--- config.mk ---
export PLATFORM = sky130hd
export DESIGN_NAME = kob_mc
export DESIGN_NICKNAME = d
export VERILOG_FILES = /design/src/rtl/kob_mc.sv
export SDC_FILE = /design/constraint.sdc
export NUM_CORES = 1
export LEC_CHECK = 0
export CORE_MARGIN = 2
export CORE_UTILIZATION = 56
export DETAILED_ROUTE_END_ITERATION = 7
export GPL_TIMING_DRIVEN = 0
export PLACE_DENSITY_LB_ADDON = 0.12
export SYNTH_ARGS = -nofsm -noshare
export SYNTH_HDL_FRONTEND = slang
export SYNTH_SLANG_ARGS = --single-unit
--- constraint.sdc ---
create_clock -name clk -period 9.9 [get_ports clk]
set_input_delay 1.98 -clock clk [delete_from_list [all_inputs] [get_ports clk]]
set_output_delay 1.98 -clock clk [all_outputs]
set_load 0.05 [all_outputs]
--- src/rtl/kob_mc.sv ---
// kob_mc -- parametrised multi-channel key-order buffer.
// For every channel, records the bank ID of each accepted load in program
// order and presents the oldest outstanding bank ID downstream through a
// req/ack handshake. Channels are fully independent.
//
// Ports:
//   clk, rst         clock, asynchronous active-high reset
//   u_req_valid      per-channel upstream request valid
//   u_req_ready      per-channel upstream request ready (observed only)
//   u_req_is_load    per-channel "request is a load"
//   u_req_addr       per-channel address, channel c at [c*ADDR_W +: ADDR_W]
//   flush            per-channel synchronous flush
//   d_rob_req        per-channel "oldest entry valid"
//   d_rob_ack        per-channel downstream accept of the oldest entry
//   d_rob_bank_id    per-channel bank ID of the oldest entry
//   kob_full         channel holds DEPTH entries
//   kob_afull        channel count >= AFULL_THR
//   kob_empty        channel holds no entries
//   kob_count        per-channel occupancy, CNT_W bits each
//   ovf_err          sticky: a load arrived while the channel was full
module kob_mc #(
    parameter int NUM_CH    = 3,
    parameter int DEPTH     = 8,
    parameter int ADDR_W    = 32,
    parameter int BANK_W    = 2,
    parameter int BANK_LSB  = 8,
    parameter int AFULL_THR = 6,
    parameter int CNT_W     = $clog2(DEPTH + 1)
) (
    input  logic                       clk,
    input  logic                       rst,
    input  logic [NUM_CH-1:0]          u_req_valid,
    input  logic [NUM_CH-1:0]          u_req_ready,
    input  logic [NUM_CH-1:0]          u_req_is_load,
    input  logic [NUM_CH*ADDR_W-1:0]   u_req_addr,
    input  logic [NUM_CH-1:0]          flush,
    output logic [NUM_CH-1:0]          d_rob_req,
    input  logic [NUM_CH-1:0]          d_rob_ack,
    output logic [NUM_CH*BANK_W-1:0]   d_rob_bank_id,
    output logic [NUM_CH-1:0]          kob_full,
    output logic [NUM_CH-1:0]          kob_afull,
    output logic [NUM_CH-1:0]          kob_empty,
    output logic [NUM_CH*CNT_W-1:0]    kob_count,
    output logic [NUM_CH-1:0]          ovf_err
);

    localparam int PTR_W = $clog2(DEPTH);

    // Only the bank field of each address is stored; fold the rest away.
    logic unused_addr_s;
    assign unused_addr_s = ^u_req_addr;

    genvar c;
    generate
        for (c = 0; c < NUM_CH; c++) begin : g_ch
            logic [PTR_W-1:0]  alloc_ptr_q, alloc_ptr_d, ret_ptr_q, ret_ptr_d;
            logic              alloc_wrap_q, alloc_wrap_d, ret_wrap_q, ret_wrap_d;
            logic [DEPTH-1:0]  valid_q, valid_d;
            logic [BANK_W-1:0] bank_q [DEPTH];
            logic [BANK_W-1:0] bank_d [DEPTH];
            logic [CNT_W-1:0]  count_q, count_d;
            logic              ovf_q, ovf_d;
            logic              req_q, req_d;
            logic [BANK_W-1:0] bank_id_q, bank_id_d;
            logic              full_q, full_d, empty_q, empty_d, afull_q, afull_d;
            logic              wr_s, wr_ok_s, rt_s;
            logic [BANK_W-1:0] wr_bank_s;

            assign wr_bank_s = u_req_addr[c*ADDR_W + BANK_LSB +: BANK_W];
            assign wr_s      = u_req_valid[c] & u_req_ready[c] & u_req_is_load[c];
            // full_q is registered, so a retire in the same cycle cannot
            // make room for a write that arrives while full.
            assign wr_ok_s   = wr_s & ~full_q;
            // Acks are only meaningful while an entry is presented.
            assign rt_s      = req_q & d_rob_ack[c];

            // Next-state for pointers, entries, count, overflow and flags.
            always_comb begin
                alloc_ptr_d  = alloc_ptr_q;
                alloc_wrap_d = alloc_wrap_q;
                ret_ptr_d    = ret_ptr_q;
                ret_wrap_d   = ret_wrap_q;
                valid_d      = valid_q;
                bank_d       = bank_q;
                count_d      = count_q;
                ovf_d        = ovf_q;
                if (flush[c]) begin
                    // Bank data is left alone: invalid entries are don't-care.
                    alloc_ptr_d  = {PTR_W{1'b0}};
                    alloc_wrap_d = 1'b0;
                    ret_ptr_d    = {PTR_W{1'b0}};
                    ret_wrap_d   = 1'b0;
                    valid_d      = {DEPTH{1'b0}};
                    count_d      = {CNT_W{1'b0}};
                    ovf_d        = 1'b0;
                end else begin
                    if (wr_ok_s) begin
                        valid_d[alloc_ptr_q] = 1'b1;
                        bank_d[alloc_ptr_q]  = wr_bank_s;
                        alloc_ptr_d          = alloc_ptr_q + {{(PTR_W-1){1'b0}}, 1'b1};
                        if (alloc_ptr_q == {PTR_W{1'b1}}) begin
                            alloc_wrap_d = ~alloc_wrap_q;
                        end else begin
                            alloc_wrap_d = alloc_wrap_q;
                        end
                    end else begin
                        alloc_ptr_d = alloc_ptr_q;
                    end
                    if (wr_s && full_q) begin
                        ovf_d = 1'b1;
                    end else begin
                        ovf_d = ovf_q;
                    end
                    if (rt_s) begin
                        valid_d[ret_ptr_q] = 1'b0;
                        ret_ptr_d          = ret_ptr_q + {{(PTR_W-1){1'b0}}, 1'b1};
                        if (ret_ptr_q == {PTR_W{1'b1}}) begin
                            ret_wrap_d = ~ret_wrap_q;
                        end else begin
                            ret_wrap_d = ret_wrap_q;
                        end
                    end else begin
                        ret_ptr_d = ret_ptr_q;
                    end
                    case ({wr_ok_s, rt_s})
                        2'b10:   count_d = count_q + {{(CNT_W-1){1'b0}}, 1'b1};
                        2'b01:   count_d = count_q - {{(CNT_W-1){1'b0}}, 1'b1};
                        default: count_d = count_q;
                    endcase
                end
                // Outputs are precomputed from next state so they leave flops.
                req_d     = valid_d[ret_ptr_d];
                bank_id_d = bank_d[ret_ptr_d];
                empty_d   = (alloc_ptr_d == ret_ptr_d) && (alloc_wrap_d == ret_wrap_d);
                full_d    = (alloc_ptr_d == ret_ptr_d) && (alloc_wrap_d != ret_wrap_d);
                afull_d   = (count_d >= CNT_W'(AFULL_THR));
            end

            // Channel state registers with asynchronous reset.
            always_ff @(posedge clk or posedge rst) begin
                if (rst) begin
                    alloc_ptr_q  <= {PTR_W{1'b0}};
                    alloc_wrap_q <= 1'b0;
                    ret_ptr_q    <= {PTR_W{1'b0}};
                    ret_wrap_q   <= 1'b0;
                    valid_q      <= {DEPTH{1'b0}};
                    for (int i = 0; i < DEPTH; i++) begin
                        bank_q[i] <= {BANK_W{1'b0}};
                    end
                    count_q      <= {CNT_W{1'b0}};
                    ovf_q        <= 1'b0;
                    req_q        <= 1'b0;
                    bank_id_q    <= {BANK_W{1'b0}};
                    full_q       <= 1'b0;
                    empty_q      <= 1'b1;
                    afull_q      <= 1'b0;
                end else begin
                    alloc_ptr_q  <= alloc_ptr_d;
                    alloc_wrap_q <= alloc_wrap_d;
                    ret_ptr_q    <= ret_ptr_d;
                    ret_wrap_q   <= ret_wrap_d;
                    valid_q      <= valid_d;
                    bank_q       <= bank_d;
                    count_q      <= count_d;
                    ovf_q        <= ovf_d;
                    req_q        <= req_d;
                    bank_id_q    <= bank_id_d;
                    full_q       <= full_d;
                    empty_q      <= empty_d;
                    afull_q      <= afull_d;
                end
            end

            assign d_rob_req[c]                      = req_q;
            assign d_rob_bank_id[c*BANK_W +: BANK_W] = bank_id_q;
            assign kob_full[c]                       = full_q;
            assign kob_afull[c]                      = afull_q;
            assign kob_empty[c]                      = empty_q;
            assign kob_count[c*CNT_W +: CNT_W]       = count_q;
            assign ovf_err[c]                        = ovf_q;
        end
    endgenerate

endmodule

-- Yosys cells after proc, flatten, opt, wreduce, memory -nomap -nowiden
Cells that the tools add are included.
- $add $sub $neg: 12
- $lt $le $gt $ge: 27
- equality and inequality tests: 21
- mux-type cells: 96
- bitwise gates (word level): 36
- reduce and logical (&&, ||, !) cells: 21
- operator list (operator ; count):
    $mux 16 ; 6
    $mux 8 ; 12
    $bwmux 16 ; 3
    $lt 3x4->1 const B ; 9
    $mux 3 ; 12
    $mux 1 ; 33
    $and 8x8->8 ; 3
    $ge 4x4->1 const B ; 6
    $not 3->4 ; 6
    $not 8->8 ; 3
    $or 8x8->8 ; 3
    $pmux 4 s2 ; 3
    $add 3x1->3 const B ; 6
    $bmux 2 s3 ; 3
    $demux 1 s3 ; 6
    $demux 2 s3 ; 3
    $eq 3x3->1 const B ; 6
    $ge 3x1->1 const B ; 6
    $logic_and 1x1->1 ; 18
    $mux 2 ; 9
    $add 4x1->4 const B ; 3
    $and 1x1->1 ; 12
    $ge 4x3->1 const B ; 3
    $lt 4x1->1 const B ; 3
    10 further kinds ; 36
- flip-flop bits (word level): 129
- input port bits: 113
- output and inout port bits: 33
- word-level logic and storage cells: 273

-- Longest topological paths before layout
- depth in word-level cells: 12
- mapped depth: 11

-- Worst setup path after synthesis
No wires, ideal clock.
- path type: input to register
- start: input u_req_ready[1]
- end: register g_ch[1].afull_q
- library setup time: 0.064 ns
- data arrival time: 3.657 ns
- data required time: 9.836 ns
- setup slack: 6.179 ns
- stages on the path: 10
- cells stage by stage: and4b_4 -> inv_2 -> ha_1 -> xor2_1 -> ha_1 -> a21oi_1 -> xor2_1 -> or3_1 -> a21oi_1 -> a21o_1
- cells in the longest elaborated chain, start to end: 7
- elaborated cells between the ends (all ways): 8
- RTL lines (what ; RTL line ; text):
    from (decl) ; 33 ; input logic [NUM_CH-1:0] u_req_ready,
    $and 1x1->1 * (2 in series) ; 70 ; assign wr_s = u_req_valid[c] & u_req_ready[c] & u_req_is_load[c];
    $and 1x1->1 * ; 73 ; assign wr_ok_s = wr_s & ~full_q;
    $eq 2x1->1 or $eq 2x2->1 (tied branches) ; 125 ; case ({wr_ok_s, rt_s})
    $pmux 4 s2 * ; 125 ;
    $mux 4 * ; 87 ; if (flush[c]) begin
    named net g_ch[1].count_d[2] ; 61 ; logic [CNT_W-1:0] count_q, count_d;
    $ge 4x3->1 * ; 136 ; afull_d = (count_d >= CNT_W'(AFULL_THR));
    named net g_ch[1].afull_d ; 65 ; logic full_q, full_d, empty_q, empty_d, afull_q, afull_d;
    to (signal assigned) ; 170 ; afull_q <= afull_d;
    to (decl) ; 65 ;
Mark *: on every way through the listed nets, which the timed path passes. The rest lies on a longest branch.
A chain may end at the register's enable or synchronous reset.

-- Worst setup path after layout
- start: input d_rob_ack[1]
- end: register g_ch[1].req_q
- cells in the longest elaborated chain, start to end: 5
- elaborated cells between the ends (all ways): 7
- RTL lines (what ; RTL line ; text):
    from (decl) ; 38 ; input logic [NUM_CH-1:0] d_rob_ack,
    $and 1x1->1 ; 75 ; assign rt_s = req_q & d_rob_ack[c];
    $mux 3 ; 114 ; if (rt_s) begin
    $mux 3 ; 87 ;
    named net g_ch[1].ret_ptr_d[1] ; 56 ; logic [PTR_W-1:0] alloc_ptr_q, alloc_ptr_d, ret_ptr_q, ret_ptr_d;
    $bmux 1 s3 ; 132 ; req_d = valid_d[ret_ptr_d];
    $mux 1 (implied by the code) ; 132 ;
    named net g_ch[1].req_d ; 63 ; logic req_q, req_d;
    to (signal assigned) ; 166 ; req_q <= req_d;
    to (decl) ; 63 ;
The timed path passes the listed nets, and every way through them passes these cells. The select of a mux whose other input is x is not followed.

==> implementation parameters <==
Parameter                              Value

Die
  I/O pins ... 146
  DIE AREA ... 13100 um2
  Floorplan row count ... 40
  Floorplan core area ... between 10000 and 15000 um2
  Starting utilization of the core area ... between 50% and 60%
  Vertical die dimension ... approximately 110 um
  Horiz. Die Dim ... between 100 and 150 um

Route
  Routed length on met1 ... 6.92 mm
  Detail-routed via count per cell ... around 6.0
  Routed wire length per instance ... about 18 um
  DR DRC count ... 0
  Iteration count of the initial detailed-routing pass ... 5
  Routed wl met2 ... 7.48 mm
  Detailed Route WL ... 15.6 mm
  Total length of routed met3 wires ... 800 um
  Detail Route Antenna Nets ... 0
  Number of DRC markers in iteration 0 ... 342
  Routed vias ... around 5.2k
  Highest metal layer with signal wires ... met4

Global route
  Remaining global-route overflow ... 0
  Overall routing resource usage ... between 20% and 30%
  Largest net degree at the start of global routing ... 70
  Via count of the first global-routing pass ... about 5.3k
  Global-route wire length before repair ... ~26 mm
  Antenna violations before repair ... 0

Logic synthesis
  Parity-gate share of the synthesized area counting xor and xnor cells ... under 10%
  Gate count of the mapped netlist ... about 630
  Synth Area in Simple Gates ... approximately 16%
  Synthesized area per cell ... roughly 11 um2
  Yosys warning count ... 0
  Count of flip-flops with a built-in enable after synthesis ... 0
  Area fraction in compound gates after synthesis ... roughly 11%
  Most used DFF post-synth ... sky130_fd_sc_hd__dfrtp_1
  Fraction of post-synthesis cell area in the top cell type by area ... around 46%
  Proportion of synthesized area in mux cells ... approximately an eighth
  Adder-cell share of the synthesized area ... between 3 and 4%
  Count of unique library cells instantiated by Yosys ... 76
  Ys async rst share ... 100%
  Number of storage elements in the synthesis netlist ... between 100 and 150
  Combinational family with the most area after synthesis ... simple AND/OR/NAND/NOR gates
  Net Count, Synth ... 760
  Library cell occupying the most area in the post-synthesis netlist ... sky130_fd_sc_hd__dfrtp_1
  Biggest area contributors in the synthesized netlist ... sky130_fd_sc_hd__dfrtp_1, sky130_fd_sc_hd__mux2_2, sky130_fd_sc_hd__ha_1, sky130_fd_sc_hd__nor2_1, sky130_fd_sc_hd__xnor2_1
  Synthesized area ... 6840 um2
  Part of the Yosys area used for sequential elements ... between 40% and 50%

Clock network
  # Post-CTS Setup Buffers ... 0
  Clock buffer count from CTS ... 17
  Cell chosen for the clock root ... sky130_fd_sc_hd__clkbuf_16
  Latest clock arrival within the worst-skew pair ... 0.42 ns
  CTS tree ... done
  Total of hold buffers inserted after clock tree synthesis ... 0
  Gates resized, CTS repair ... 0
  Total number of H-tree levels ... 4
  Clock slew at the register clock pins of the worst setup and hold paths ... roughly 0.06 ns
  Buffer levels on the longest clock path ... 2
  Clock sinks ... approximately 130

Placement
  Final weighted congestion in routability-driven placement ... roughly 0.9
  Half-perimeter wire length of the detailed placement result ... 10.9 mm
  Input/output buffers ... 55

STA
  Final Slew Violations ... 0
  Final hold violation count ... 0
  Min cycle time layout ... between 4 and 5 ns
  RSZ-0062 raised after global routing ... false
  Period utilization ... a little over two fifths
  Least-Margin Pin Slew ... 0.910 ns
  Fin Setup TNS ... 0 ns
  Post-route clock skew ... approximately 0.0064 ns
  Number of setup violations in the final report ... 0
  Worst hold margin ... about 0.47 ns
  Worst slew margin ... 38.9%
  Highest attainable clock frequency ... roughly 240 MHz

Setup path
  Critical path startpoint category ... input port
  Cells along the critical path ... clkdlybuf4s50_1 -> nand2_1 -> nand2_1 -> a21oi_2 -> mux2_2 -> a2111oi_0 -> a41oi_1
  Endpoint arrival time on the critical path ... roughly 4.5 ns
  Required time of the critical path ... ~10 ns
  Longest individual stage delay on the worst path ... just under 0.6 ns
  Largest fanout on the critical path ... 9
  Standard cell with the maximum stage delay on the critical path ... sky130_fd_sc_hd__a2111oi_0
  Worst setup path class ... in2reg
  Most common cell type on the critical path ... sky130_fd_sc_hd__nand2_1
  Critical Path Sink Type ... register
  Register-to-register path setup slack ... between 7 and 8 ns

Pwr
  Power density relative to cell area ... between 150 and 200 nW/um2
  Leakage power ... around 3.7 nW
  VDD IR-drop max ... about 0.00013 V

Finish
  Fraction of final layout cells sized beyond drive strength 1 ... between 15 and 20%
  Area added between synthesis and finish ... 20.0%
  Total inserted antenna cells ... 0
  Final #Nets ... between 800 and 900

Outcome
  Result of the run ... finished clean

Flow run
  Maximum Capacitance Violations ... 0

Min path
  Path class of the lowest-slack min-delay path ... reg2reg
==> sequential cells by signal (all words and copies together), names as in the netlist, 6 cells and up <==
| signal | count |
|---|---|
| g_ch.alloc_ptr_q | 9 |
| g_ch.bank_id_q | 6 |
| g_ch.bank_q | 48 |
| g_ch.count_q | 12 |
| g_ch.ret_ptr_q | 9 |
| g_ch.valid_q | 24 |
==> stage by stage <==
| step | total power, mW | cell area, um2 | setup WS, ns | std cells | util, % |
|---|---|---|---|---|---|
| 2_1_floorplan | 0.680 | 6840 | 4.48 | 628 | - |
| 3_3_place_gp | 0.735 | 7570 | 2.84 | 830 | 63.3 |
| 3_5_place_dp | 0.740 | 7600 | 5.31 | 831 | 63.6 |
| 4_1_cts | 1.37 | 8210 | 5.70 | 863 | 68.6 |
| 5_1_grt | 1.42 | 8210 | 5.47 | 863 | 68.6 |
| 6_report | 1.36 | 8210 | 5.65 | 863 | 68.6 |
==> worst max-delay path: cells and delay by family <==
family                 cells  cell delay (ns)
AND/OR/NAND/NOR            2             0.37
AO/OA/AOI/OAI              3             1.21
multiplexers               1             0.40
buffers and inverters      1             0.53
==> where the power goes <==
part	internal (mW)	switching [mW]	total [mW]
Combinational	0.0632	0.106	0.169
Clock	0.400	0.233	0.634
Sequential	0.551	0.0109	0.562
Total	1.01	0.350	1.36
==> synth_stat cells (3+ instances only) <==
cell type                   count
sky130_fd_sc_hd__dfrtp_1      126
sky130_fd_sc_hd__nor2_1        59
sky130_fd_sc_hd__nand2_1       39
sky130_fd_sc_hd__mux2_2        36
sky130_fd_sc_hd__a21oi_1       28
sky130_fd_sc_hd__ha_1          19
sky130_fd_sc_hd__xnor2_1       19
sky130_fd_sc_hd__xor2_1        18
sky130_fd_sc_hd__buf_4         17
sky130_fd_sc_hd__a31oi_1       16
sky130_fd_sc_hd__mux2i_1       16
sky130_fd_sc_hd__inv_1         15
sky130_fd_sc_hd__nand3_1       13
sky130_fd_sc_hd__a211oi_1      12
sky130_fd_sc_hd__clkbuf_1      11
sky130_fd_sc_hd__nor2b_1       11
sky130_fd_sc_hd__a311oi_1      10
sky130_fd_sc_hd__and3_1         9
sky130_fd_sc_hd__mux2_1         9
sky130_fd_sc_hd__nand4_1        8
sky130_fd_sc_hd__inv_2          7
sky130_fd_sc_hd__a2111oi_0      6
sky130_fd_sc_hd__nor4_1         6
sky130_fd_sc_hd__or2_2          6
sky130_fd_sc_hd__a41oi_1        5
sky130_fd_sc_hd__buf_2          5
sky130_fd_sc_hd__mux2_4         5
sky130_fd_sc_hd__nor3_1         5
sky130_fd_sc_hd__o21ai_0        5
sky130_fd_sc_hd__o22ai_1        5
sky130_fd_sc_hd__and4b_1        4
sky130_fd_sc_hd__o211ai_1       4
sky130_fd_sc_hd__and2_1         3
sky130_fd_sc_hd__buf_6          3
sky130_fd_sc_hd__dfstp_2        3
sky130_fd_sc_hd__mux4_2         3
sky130_fd_sc_hd__nand3b_1       3
sky130_fd_sc_hd__nand4b_1       3
sky130_fd_sc_hd__nor4b_1        3
sky130_fd_sc_hd__nor4b_2        3
sky130_fd_sc_hd__o221ai_1       3
sky130_fd_sc_hd__or2_1          3
==> routing by layer <==
| layer | vias up | GRT usage [%] |
|---|---|---|
| met1 | 2588 | 34.4 |
| met2 | 161 | 40.0 |
| li1 | 2428 | - |
| met4 | 0 | 10.4 |
| met5 | - | 0 |
| met3 | 34 | 5.29 |
==> final cells by class <==
type                            count  area (um2)
Clock buffer                       18         439
Clock inverter                     14         163
Inverter                           25         104
Timing Repair Buffer               56         578
Sequential cell                   129        3230
Tap cell                          147         184
Multi-Input combinational cell    436        3270
Fill cell                         920        3760
Buffer                             38         235
==> cell usage in the layout (no fill, tap or decap), drive strengths merged, types with 3 or more instances in the layout <==
cell type,n
ha,19
nand4,8
mux2i,16
and3,9
a21oi,29
clkbuf,29
clkdlybuf4s50,55
nor2,63
dfstp,3
o211ai,4
nor2b,11
mux2,50
dfrtp,126
nor4b,6
nand3,13
nand3b,3
a211oi,13
and4,3
mux4,3
nor4,7
a31oi,16
nand2,41
o221ai,3
xnor2,20
inv,25
o22ai,5
xor2,18
a41oi,5
and4b,5
nand4b,3
nor3,5
or2,9
and2,4
clkinvlp,4
bufinv,3
a2111oi,7
buf,28
clkinv,7
o21ai,7
a311oi,11
==> path summary, 6_finish.rpt <==
kind / to / cells after the start / startpoint
min in group asynchronous: g_ch[0].count_q[0] / 2 / rst
setup reg to reg: g_ch[1].req_q / 6 / g_ch[1].ret_ptr_q[1]
setup / recovery: g_ch[1].req_q / 7 / d_rob_ack[1]
max in group asynchronous: g_ch[2].empty_q / 3 / rst
hold / removal: g_ch[2].bank_q[9] / 1 / g_ch[2].bank_q[9]
hold reg to reg: g_ch[2].bank_q[9] / 1 / g_ch[2].bank_q[9]
==> cell families after synthesis <==
group	count (synthesis)
adder cells (fa/ha/maj)	19
AND/OR/NAND/NOR	199
multiplexers	69
buffers and inverters	63
AO/OA/AOI/OAI	111
flip-flops	129
XOR/XNOR	38
Note: power is estimated with default switching activity, not from simulation.
